--- src/rtl/bsg_rocket_pkg.sv ---
// Shared NASTI tunnel types and widths.
// Used by the server/client tunnel stages.
package bsg_rocket_pkg;

  localparam int bsg_nasti_id_width_gp   = 6;
  localparam int bsg_nasti_data_width_gp = 64;
  localparam int bsg_nasti_resp_width_gp = 2;
  localparam int bsg_nasti_len_width_gp  = 8;
  localparam int bsg_tun_dmx_width_gp    = 80;

  typedef struct packed {
    logic [bsg_nasti_id_width_gp-1:0]   id;
    logic [bsg_nasti_data_width_gp-1:0] data;
    logic [bsg_nasti_resp_width_gp-1:0] resp;
    logic                               last;
  } bsg_nasti_r_pkt;

  typedef struct packed {
    logic                               last;
    logic [bsg_nasti_data_width_gp-1:0] data;
    logic [bsg_nasti_id_width_gp-1:0]   id;
  } bsg_nasti_sr_pkt;

  localparam int bsg_nasti_sr_width_gp = $bits(bsg_nasti_sr_pkt);

  typedef logic [bsg_tun_dmx_width_gp-1:0] bsg_tun_dmx_t;

endpackage

--- src/rtl/bsg_fifo_1r1w_small.sv ---
// Small 1r1w FIFO, registered storage.
// Ready means not full; no enqueue bypass when full.
module bsg_fifo_1r1w_small #(
  parameter int  els_p = 2,
  parameter type el_t  = logic
) (
  input  logic clk_i,
  input  logic reset_n_i,
  input  logic v_i,
  input  el_t  data_i,
  output logic ready_o,
  output logic v_o,
  output el_t  data_o,
  input  logic yumi_i
);

  localparam int ptr_w = (els_p > 1) ? $clog2(els_p) : 1;
  localparam int cnt_w = $clog2(els_p + 1);

  el_t              mem [els_p];
  logic [ptr_w-1:0] rd_ptr;
  logic [ptr_w-1:0] wr_ptr;
  logic [cnt_w-1:0] count;
  logic             enq;
  logic             deq;

  assign ready_o = (count != cnt_w'(els_p));
  assign v_o     = (count != '0);
  assign enq     = v_i & ready_o;
  assign deq     = yumi_i & v_o;
  assign data_o  = mem[rd_ptr];

  // Storage is not reset; occupancy alone defines validity.
  always_ff @(posedge clk_i) begin
    if (enq) mem[wr_ptr] <= data_i;
  end

  // Pointers and occupancy.
  always_ff @(posedge clk_i or negedge reset_n_i) begin
    if (!reset_n_i) begin
      rd_ptr <= '0;
      wr_ptr <= '0;
      count  <= '0;
    end else begin
      if (enq)
        wr_ptr <= (wr_ptr == ptr_w'(els_p - 1))
                ? '0 : wr_ptr + ptr_w'(1);
      if (deq)
        rd_ptr <= (rd_ptr == ptr_w'(els_p - 1))
                ? '0 : rd_ptr + ptr_w'(1);
      count <= count + cnt_w'(enq) - cnt_w'(deq);
    end
  end

endmodule

--- src/rtl/bsg_nasti_len_tracker.sv ---
// Burst length FIFO and head-burst beat counter.
// Generates last and retires a length on the final beat.
module bsg_nasti_len_tracker
  import bsg_rocket_pkg::*;
#(
  parameter int len_els_p = 4,
  localparam int ow_lp    = $clog2(len_els_p + 1)
) (
  input  logic                              clk_i,
  input  logic                              reset_n_i,
  input  logic                              len_v_i,
  input  logic [bsg_nasti_len_width_gp-1:0] len_i,
  output logic                              len_ready_o,
  output logic                              head_v_o,
  input  logic                              beat_v_i,
  output logic                              gen_last_o,
  output logic [ow_lp-1:0]                  outstanding_o
);

  logic [bsg_nasti_len_width_gp-1:0] head_len;
  logic [bsg_nasti_len_width_gp-1:0] beat_cnt;
  logic                              push;
  logic                              pop;
  logic [ow_lp-1:0]                  out_cnt;

  assign push          = len_v_i & len_ready_o;
  assign gen_last_o    = (beat_cnt == head_len);
  assign pop           = beat_v_i & head_v_o & gen_last_o;
  assign outstanding_o = out_cnt;

  bsg_fifo_1r1w_small #(
    .els_p (len_els_p),
    .el_t  (logic [bsg_nasti_len_width_gp-1:0])
  ) len_fifo (
    .clk_i     (clk_i),
    .reset_n_i (reset_n_i),
    .v_i       (len_v_i),
    .data_i    (len_i),
    .ready_o   (len_ready_o),
    .v_o       (head_v_o),
    .data_o    (head_len),
    .yumi_i    (pop)
  );

  // Beat counter for the head burst; compare happens before increment.
  always_ff @(posedge clk_i or negedge reset_n_i) begin
    if (!reset_n_i) begin
      beat_cnt <= '0;
    end else if (beat_v_i & head_v_o) begin
      beat_cnt <= gen_last_o ? '0 : beat_cnt + 8'd1;
    end
  end

  // Bursts whose length entry is still held.
  always_ff @(posedge clk_i or negedge reset_n_i) begin
    if (!reset_n_i) begin
      out_cnt <= '0;
    end else begin
      out_cnt <= out_cnt + ow_lp'(push) - ow_lp'(pop);
    end
  end

endmodule

--- src/rtl/bsg_nasti_server_resp.sv ---
// NASTI R beat packer for the server side of the tunnel.
// Forwards generated last; flags slave last/resp mismatches.
module bsg_nasti_server_resp
  import bsg_rocket_pkg::*;
#(
  parameter int data_els_p = 2,
  parameter int len_els_p  = 4,
  localparam int ow_lp     = $clog2(len_els_p + 1)
) (
  input  logic                              clk_i,
  input  logic                              reset_n_i,
  input  logic                              len_v_i,
  input  logic [bsg_nasti_len_width_gp-1:0] len_i,
  output logic                              len_ready_o,
  input  logic                              nasti_r_valid_i,
  input  bsg_nasti_r_pkt                    nasti_r_data_i,
  output logic                              nasti_r_ready_o,
  output logic                              resp_v_o,
  output bsg_tun_dmx_t                      resp_data_o,
  input  logic                              resp_yumi_i,
  output logic                              err_len_o,
  output logic                              err_resp_o,
  output logic [ow_lp-1:0]                  outstanding_o
);

  logic            head_v;
  logic            gen_last;
  logic            buf_ready;
  logic            accept;
  bsg_nasti_sr_pkt in_pkt;
  bsg_nasti_sr_pkt out_pkt;

  assign nasti_r_ready_o = head_v & buf_ready;
  assign accept          = nasti_r_valid_i & nasti_r_ready_o;

  bsg_nasti_len_tracker #(
    .len_els_p (len_els_p)
  ) tracker (
    .clk_i         (clk_i),
    .reset_n_i     (reset_n_i),
    .len_v_i       (len_v_i),
    .len_i         (len_i),
    .len_ready_o   (len_ready_o),
    .head_v_o      (head_v),
    .beat_v_i      (accept),
    .gen_last_o    (gen_last),
    .outstanding_o (outstanding_o)
  );

  // Pack the beat; the slave's last and resp are not forwarded.
  always_comb begin
    in_pkt      = '0;
    in_pkt.last = gen_last;
    in_pkt.data = nasti_r_data_i.data;
    in_pkt.id   = nasti_r_data_i.id;
  end

  bsg_fifo_1r1w_small #(
    .els_p (data_els_p),
    .el_t  (bsg_nasti_sr_pkt)
  ) out_fifo (
    .clk_i     (clk_i),
    .reset_n_i (reset_n_i),
    .v_i       (accept),
    .data_i    (in_pkt),
    .ready_o   (buf_ready),
    .v_o       (resp_v_o),
    .data_o    (out_pkt),
    .yumi_i    (resp_yumi_i)
  );

  // Zero-extend the packet onto the tunnel word.
  always_comb begin
    resp_data_o = '0;
    resp_data_o[bsg_nasti_sr_width_gp-1:0] = out_pkt;
  end

  // Sticky error flags, cleared only by reset.
  always_ff @(posedge clk_i or negedge reset_n_i) begin
    if (!reset_n_i) begin
      err_len_o  <= 1'b0;
      err_resp_o <= 1'b0;
    end else if (accept) begin
      if (nasti_r_data_i.last != gen_last) err_len_o <= 1'b1;
      if (nasti_r_data_i.resp != '0)       err_resp_o <= 1'b1;
    end
  end

endmodule

--- config.mk ---
export PLATFORM = sky130hd
export DESIGN_NAME = bsg_nasti_server_resp
export DESIGN_NICKNAME = d
export VERILOG_FILES = /design/src/rtl/bsg_rocket_pkg.sv /design/src/rtl/bsg_fifo_1r1w_small.sv /design/src/rtl/bsg_nasti_len_tracker.sv /design/src/rtl/bsg_nasti_server_resp.sv
export SDC_FILE = /design/constraint.sdc
export NUM_CORES = 1
export LEC_CHECK = 0
export ABC_CLOCK_PERIOD_IN_PS = 6500
export BUFFER_PORTS_ARGS = -buffer_cell sky130_fd_sc_hd__buf_2
export CAP_MARGIN = 20
export CORE_AREA = 4 4 169 171
export CTS_BUF_LIST = sky130_fd_sc_hd__clkbuf_16
export CTS_CLUSTER_SIZE = 25
export DETAILED_ROUTE_END_ITERATION = 12
export DIE_AREA = 0 0 173 175
export GPL_ROUTABILITY_DRIVEN = 0
export PLACE_DENSITY = 0.59
export SLEW_MARGIN = 20
export SYNTH_ARGS = -nofsm -noshare
export SYNTH_HDL_FRONTEND = slang
export SYNTH_SLANG_ARGS = --single-unit
--- constraint.sdc ---
create_clock -name clk_i -period 6.5 [get_ports clk_i]
set_clock_uncertainty 0.2 [all_clocks]
set_input_delay 1.3 -clock clk_i [delete_from_list [all_inputs] [get_ports clk_i]]
set_output_delay 1.3 -clock clk_i [all_outputs]
set_load 0.1 [all_outputs]
Yosys cells after proc, flatten, opt, wreduce, memory -nomap -nowiden
Memory sizes are Yosys's and may differ from the RTL's.
Cells that the tools add are included.
- bits in registers: 24
- latch bits: 0
- bits in writable memories: 174
- bits in read-only memories: 0
- input bits: 86
- output and inout port bits: 88
- word-level logic and storage cells: 51
- memories: 2
- add/subtract/negate cells: 11
- $mul: 0
- divide/modulo/power cells: 0
- magnitude comparators: 0
- equality and inequality tests: 6
- shifts and indexed selects: 0
- multiplexer cells: 9
- bitwise gates (word level): 8
- reduce and logical (&&, ||, !) cells: 5
- memory list (name ; words ; width ; rd ports ; clocked after memory_dff ; wr ports ; RTL line ; text):
    out_fifo.mem ; 2 ; 71 ; 1 ; 0 ; 1 ; bsg_fifo_1r1w_small.sv:20 ; el_t mem [els_p];
    tracker.len_fifo.mem ; 4 ; 8 ; 1 ; 0 ; 1 ; bsg_fifo_1r1w_small.sv:20 ;
- operators with widths (kind ; number):
    $add A8 B1 Y8 const B ; 1
    $and A1 B1 Y1 ; 8
    $eq A8 B8 Y1 ; 1
    $mux W8 ; 1
    $add A3 B1 Y3 ; 2
    $mux W1 ; 6
    $sub A3 B1 Y3 ; 2
    $add A2 B1 Y2 const B ; 2
    $eq A2 B2 Y1 const B ; 2
    $mux W2 ; 2
    $reduce_and A2 Y1 ; 2
    $reduce_bool A2 Y1 ; 2
    $ne A3 B3 Y1 const B ; 1
    $reduce_bool A3 Y1 ; 1
    $add A1 B1 Y1 const B ; 2
    $add A2 B1 Y2 ; 1
    $ne A2 B2 Y1 const B ; 1
    $sub A2 B1 Y2 ; 1
    $ne A1 B1 Y1 ; 1

Logic depth before layout (Yosys ltp)
- depth after elaboration: 7
- gate-level depth with buffers: 12
- gate-level depth less buffers: 11

Hierarchy
A second synthesis with hierarchy kept.
- cell total of the unflattened synthesis: 417
- area total of the unflattened synthesis: 7877.6 µm²
- by module, submodules not included (module ; times used ; cells an instance ; area an instance (µm²) ; seq. area each (µm²)):
    bsg_fifo_1r1w_small (out_fifo) ; 1 ; 243 ; 5368.9 ; 4364.2
    bsg_fifo_1r1w_small (tracker.len_fifo) ; 1 ; 85 ; 1636.6 ; 1136.1
    bsg_nasti_len_tracker ; 1 ; 71 ; 703.2 ; 275.3
    bsg_nasti_server_resp ; 1 ; 18 ; 168.9 ; 50.0

Least setup slack after synthesis
No wires, ideal clock.
- kind: input to register
- from: in nasti_r_valid_i
- to: mem out_fifo.mem[0][0] (netlist name), enable pin
- library setup time: 500 ps
- data arrival time: 4923 ps
- data required time: 5800 ps
- setup slack: 876 ps
- stages on the path: 4
- path buffers: 2
- path through: o311ai_0 -> clkbuf_1 -> buf_2 -> nor2_1
- word-level cells in the longest chain between the ends: 4
- RTL lines (what ; RTL line ; text):
    start, declared ; bsg_nasti_server_resp.sv:15 ; input logic nasti_r_valid_i,
    $and A1 B1 Y1 ; bsg_nasti_server_resp.sv:34 ; assign accept = nasti_r_valid_i & nasti_r_ready_o;
    $and A1 B1 Y1 ; bsg_fifo_1r1w_small.sv:29 ; assign enq = v_i & ready_o;
    $mux W1 ; bsg_fifo_1r1w_small.sv:35 ; if (enq) mem[wr_ptr] <= data_i;
    $mux W1 (not written as such) ; bsg_fifo_1r1w_small.sv:35 ;
    end, declared ; bsg_fifo_1r1w_small.sv:20 ;
Every way passes these cells.

Worst setup path after layout
- from: reg out_fifo.rd_ptr
- to: out resp_data_o[28]
- word-level cells in the longest chain between the ends: 1
- RTL lines (what ; RTL line ; text):
    start, declared ; bsg_fifo_1r1w_small.sv:21 ; logic [ptr_w-1:0] rd_ptr;
    start signal, assigned ; bsg_fifo_1r1w_small.sv:49 ; rd_ptr <= (rd_ptr == ptr_w'(els_p - 1))
    $mem_v2 Z2 W71 ; -- ;
    end, declared ; bsg_nasti_server_resp.sv:19 ; output bsg_tun_dmx_t resp_data_o,
Every way passes these cells.

==> flow_summary.json <==
{
  "run_status": "finished, final reports clean",
  "drive_above_1_share_pct": 48.09,
  "ios": 174,
  "drt-wirelength-per-cell_um": 15.96,
  "fin_crit_ps": 3837,
  "post_cts.repair.setup_buffers": 0,
  "yosysUniqueCellTypes": 38,
  "timing.critical_path.max_delay_family": "flip-flops",
  "die_height_um": 175,
  "antenna_found_initial": 3,
  "htreeDepth": 4,
  "dieArea_um2": 30280,
  "clock_path_buffers": 2,
  "synthesized_area_divided_by_synthesized_cell_count_um2": 18.63,
  "globalRouteTotalUtil_pct": 9.911,
  "dr.first_iter.drc_count": 255,
  "rows": 60,
  "cts_root_buffer": "sky130_fd_sc_hd__clkbuf_16",
  "clock_pin_slew_of_the_registers_on_the_worst_case_setup_and_hold_paths_ps": 70,
  "cts_buffers": 17,
  "yosys_reg_bits": 198,
  "cp_cell_sequence": "mux2_2, buf_2",
  "die-width_um": 173,
  "num_vias": 4046,
  "cts_tree": "yes",
  "timing.critical_path.required_ps": 5000,
  "design.core.area_um2": 26880,
  "count_of_clock_tree_sinks": 198,
  "flow.area_growth_from_synthesis_pct": 23.29,
  "drcViolationCount": 0,
  "synth_seq_area_share_pct": 75.35,
  "pin_count_of_the_biggest_net_entering_global_routing": 73,
  "route.antenna.remaining_nets": 0,
  "first_pass_iters": 4,
  "timing.setup.tns_ps": 0,
  "grt_pass1_vias": 4162,
  "crit_arrival_ps": 2340,
  "min_path_type": "reg2reg",
  "cts-hold-fix-buffers": 0,
  "ys.warnings.count": 0,
  "wire_length_of_the_first_global_routing_pass_um": 23160,
  "crit_slowest_cell": "sky130_fd_sc_hd__dfrtp_4",
  "grt-ovfl-total": 0,
  "floorplan.initialDensity_pct": 28.77,
  "tightest_slew_ps": 1019,
  "period_utilization_pct": 59.03,
  "maxCapViolCount": 0,
  "achievable-frequency_ghz": 0.2606,
  "worst_setup_path_end_kind": "primary output",
  "cp_slowest_stage_delay_ps": 1110,
  "rsz_0062_raised_after_global_routing": "no",
  "buffer_ports.inserted": 164,
  "max_slew_margin_pct": 32.09,
  "finalWirelength_um": 15050,
  "worst-path-buf-inv": 1,
  "post_cts_resized": 0,
  "setup-violations-final": 0,
  "worstSetupStartpointType": "flop",
  "drt-vias-per-instance": 4.291,
  "timing_max_transition_violations_final": 0,
  "synth.cell_area_um2": 7731,
  "timing.setup.critical_path_class": "reg2out",
  "finalHoldViolCount": 0,
  "critical_path.max_fanout": 72,
  "hpwl_um": 9834,
  "clkLatencyLatePin_ps": 420,
  "nNetsFinal": 688,
  "syn_inst": 415
}
## cells in the mapped netlist
cell                       instances  area (µm²)
sky130_fd_sc_hd__mux2_1            2       22.52
sky130_fd_sc_hd__fa_1              2       40.04
sky130_fd_sc_hd__buf_2             1       5.000
sky130_fd_sc_hd__ha_1             12       150.1
sky130_fd_sc_hd__nor2b_1           1       6.260
sky130_fd_sc_hd__nand2_1          18       67.56
sky130_fd_sc_hd__nor2_2            1       6.260
sky130_fd_sc_hd__xnor2_1          15       131.4
sky130_fd_sc_hd__nor3_4            1       16.27
sky130_fd_sc_hd__mux4_2            8       180.2
sky130_fd_sc_hd__nor3b_1           1       7.510
sky130_fd_sc_hd__clkbuf_1         10       37.54
sky130_fd_sc_hd__nand3_1           2       10.01
sky130_fd_sc_hd__edfxtp_1        174        5225
sky130_fd_sc_hd__a21oi_1           2       10.01
sky130_fd_sc_hd__and2_1            1       6.260
sky130_fd_sc_hd__mux2i_1           1       10.01
sky130_fd_sc_hd__o211ai_1          3       22.52
sky130_fd_sc_hd__or2_2             3       18.77
sky130_fd_sc_hd__conb_1            1       3.750
sky130_fd_sc_hd__nand2b_1          1       6.260
sky130_fd_sc_hd__inv_1            14       52.55
sky130_fd_sc_hd__mux2_2           71       799.5
sky130_fd_sc_hd__o311ai_0          2       17.52
sky130_fd_sc_hd__nand4_2           2       25.02
sky130_fd_sc_hd__o21a_1            1       7.510
sky130_fd_sc_hd__buf_4             9       67.56
sky130_fd_sc_hd__o22ai_1           1       6.260
sky130_fd_sc_hd__o21bai_1          1       7.510
sky130_fd_sc_hd__or3_1             1       6.260
sky130_fd_sc_hd__dfrtp_1          24       600.6
sky130_fd_sc_hd__nor3_1            5       25.02
sky130_fd_sc_hd__xor2_1            1       8.760
sky130_fd_sc_hd__nor2_1            6       22.52
sky130_fd_sc_hd__o31a_1            1       8.760
sky130_fd_sc_hd__buf_6             1       11.26
sky130_fd_sc_hd__o21ai_0          10       50.05
sky130_fd_sc_hd__and3_1            5       31.28
## per-stage QoR
stage | hold slack (ps) | cell area (µm²) | instances | worst slack, ps | util (%)
2_1_floorplan | 259.7 | 7761 | 423 | 876.5 | -
3_3_place_gp | 280.0 | 8934 | 910 | 3023 | 33.24
4_1_cts | 284.9 | 9529 | 942 | 2565 | 35.46
3_5_place_dp | 268.3 | 8934 | 910 | 2951 | 33.24
5_1_grt | 293.4 | 9532 | 943 | 2515 | 35.47
6_report | 276.9 | 9532 | 943 | 2663 | 35.47
## cell type report
class / count / area [µm²]
tap: 341 / 426.7
clock inverter: 15 / 170.2
inverter: 14 / 52.55
fill: 2579 / 17340
multi-input combinational: 190 / 1782
clock buffer: 17 / 425.4
sequential: 198 / 5829
timing repair buffer: 167 / 843.3
antenna: 1 / 2.502
## state kept, by name, summed over array words and instances, names as in the netlist, 2 cells and up
signal / count
tracker.len_fifo.count: 3
tracker.outstanding_o: 3
out_fifo.count: 2
out_fifo.mem: 142
tracker.len_fifo.rd_ptr: 2
tracker.beat_cnt: 8
tracker.len_fifo.wr_ptr: 2
tracker.len_fifo.mem: 32
## worst paths after layout
check	slack (ps)	end	cells past startpoint	from
max in group asynchronous	5010	out_fifo.rd_ptr	1	reset_n_i
hold reg to reg	280	tracker.outstanding_o[2]	1	tracker.outstanding_o[2]
min in group asynchronous	660	tracker.len_fifo.wr_ptr[1]	1	reset_n_i
hold / removal	280	tracker.outstanding_o[2]	1	tracker.outstanding_o[2]
setup / recovery	2660	resp_data_o[28]	2	out_fifo.rd_ptr
setup reg to reg	3000	tracker.outstanding_o[2]	11	tracker.len_fifo.rd_ptr[0]
## layout by cell type, fill, tap and decap left out, drive strengths merged, types with 2 or more instances in the layout
master,n
o311ai,2
nor2,7
and3,5
buf,167
fa,2
mux2,73
clkinvlp,2
nand2,18
clkinv,7
nand4,2
clkbuf,17
conb,9
ha,12
or2,3
xnor2,15
nand3,2
edfxtp,174
nor3,6
inv,18
mux4,8
bufinv,2
o211ai,3
dfrtp,24
o21ai,10
a21oi,2
## kinds of logic after synthesis
kind of cell | synth area share, %
XOR/XNOR | 1.813
flip-flops | 75.35
AND/OR/NAND/NOR | 3.302
other | 0.04850
adder cells (fa/ha/maj) | 2.460
buffers and inverters | 2.249
multiplexers | 13.09
AO/OA/AOI/OAI | 1.683
## metal layers
layer	GRT usage, %	vias up	part of all wire (%)
met5	0	-	0.14
met1	11.94	2004	44
met2	16.42	110	48
li1	-	1909	-
met4	3.193	4	1.3
met3	3.873	19	6.3
## worst register-to-register path: stages, from the launching register on
cell                      delay (ps)
sky130_fd_sc_hd__dfrtp_1         700
sky130_fd_sc_hd__mux4_2          590
sky130_fd_sc_hd__xnor2_1         190
sky130_fd_sc_hd__nand4_2         280
sky130_fd_sc_hd__nor3_4          310
sky130_fd_sc_hd__ha_1            270
sky130_fd_sc_hd__inv_1            50
sky130_fd_sc_hd__ha_1            130
sky130_fd_sc_hd__inv_1            50
sky130_fd_sc_hd__fa_1            370
sky130_fd_sc_hd__xnor2_1         140
sky130_fd_sc_hd__xnor2_1         120
Power is not shown: default switching activity piles up to over one toggle a cycle in this logic, so the estimate is an artifact.
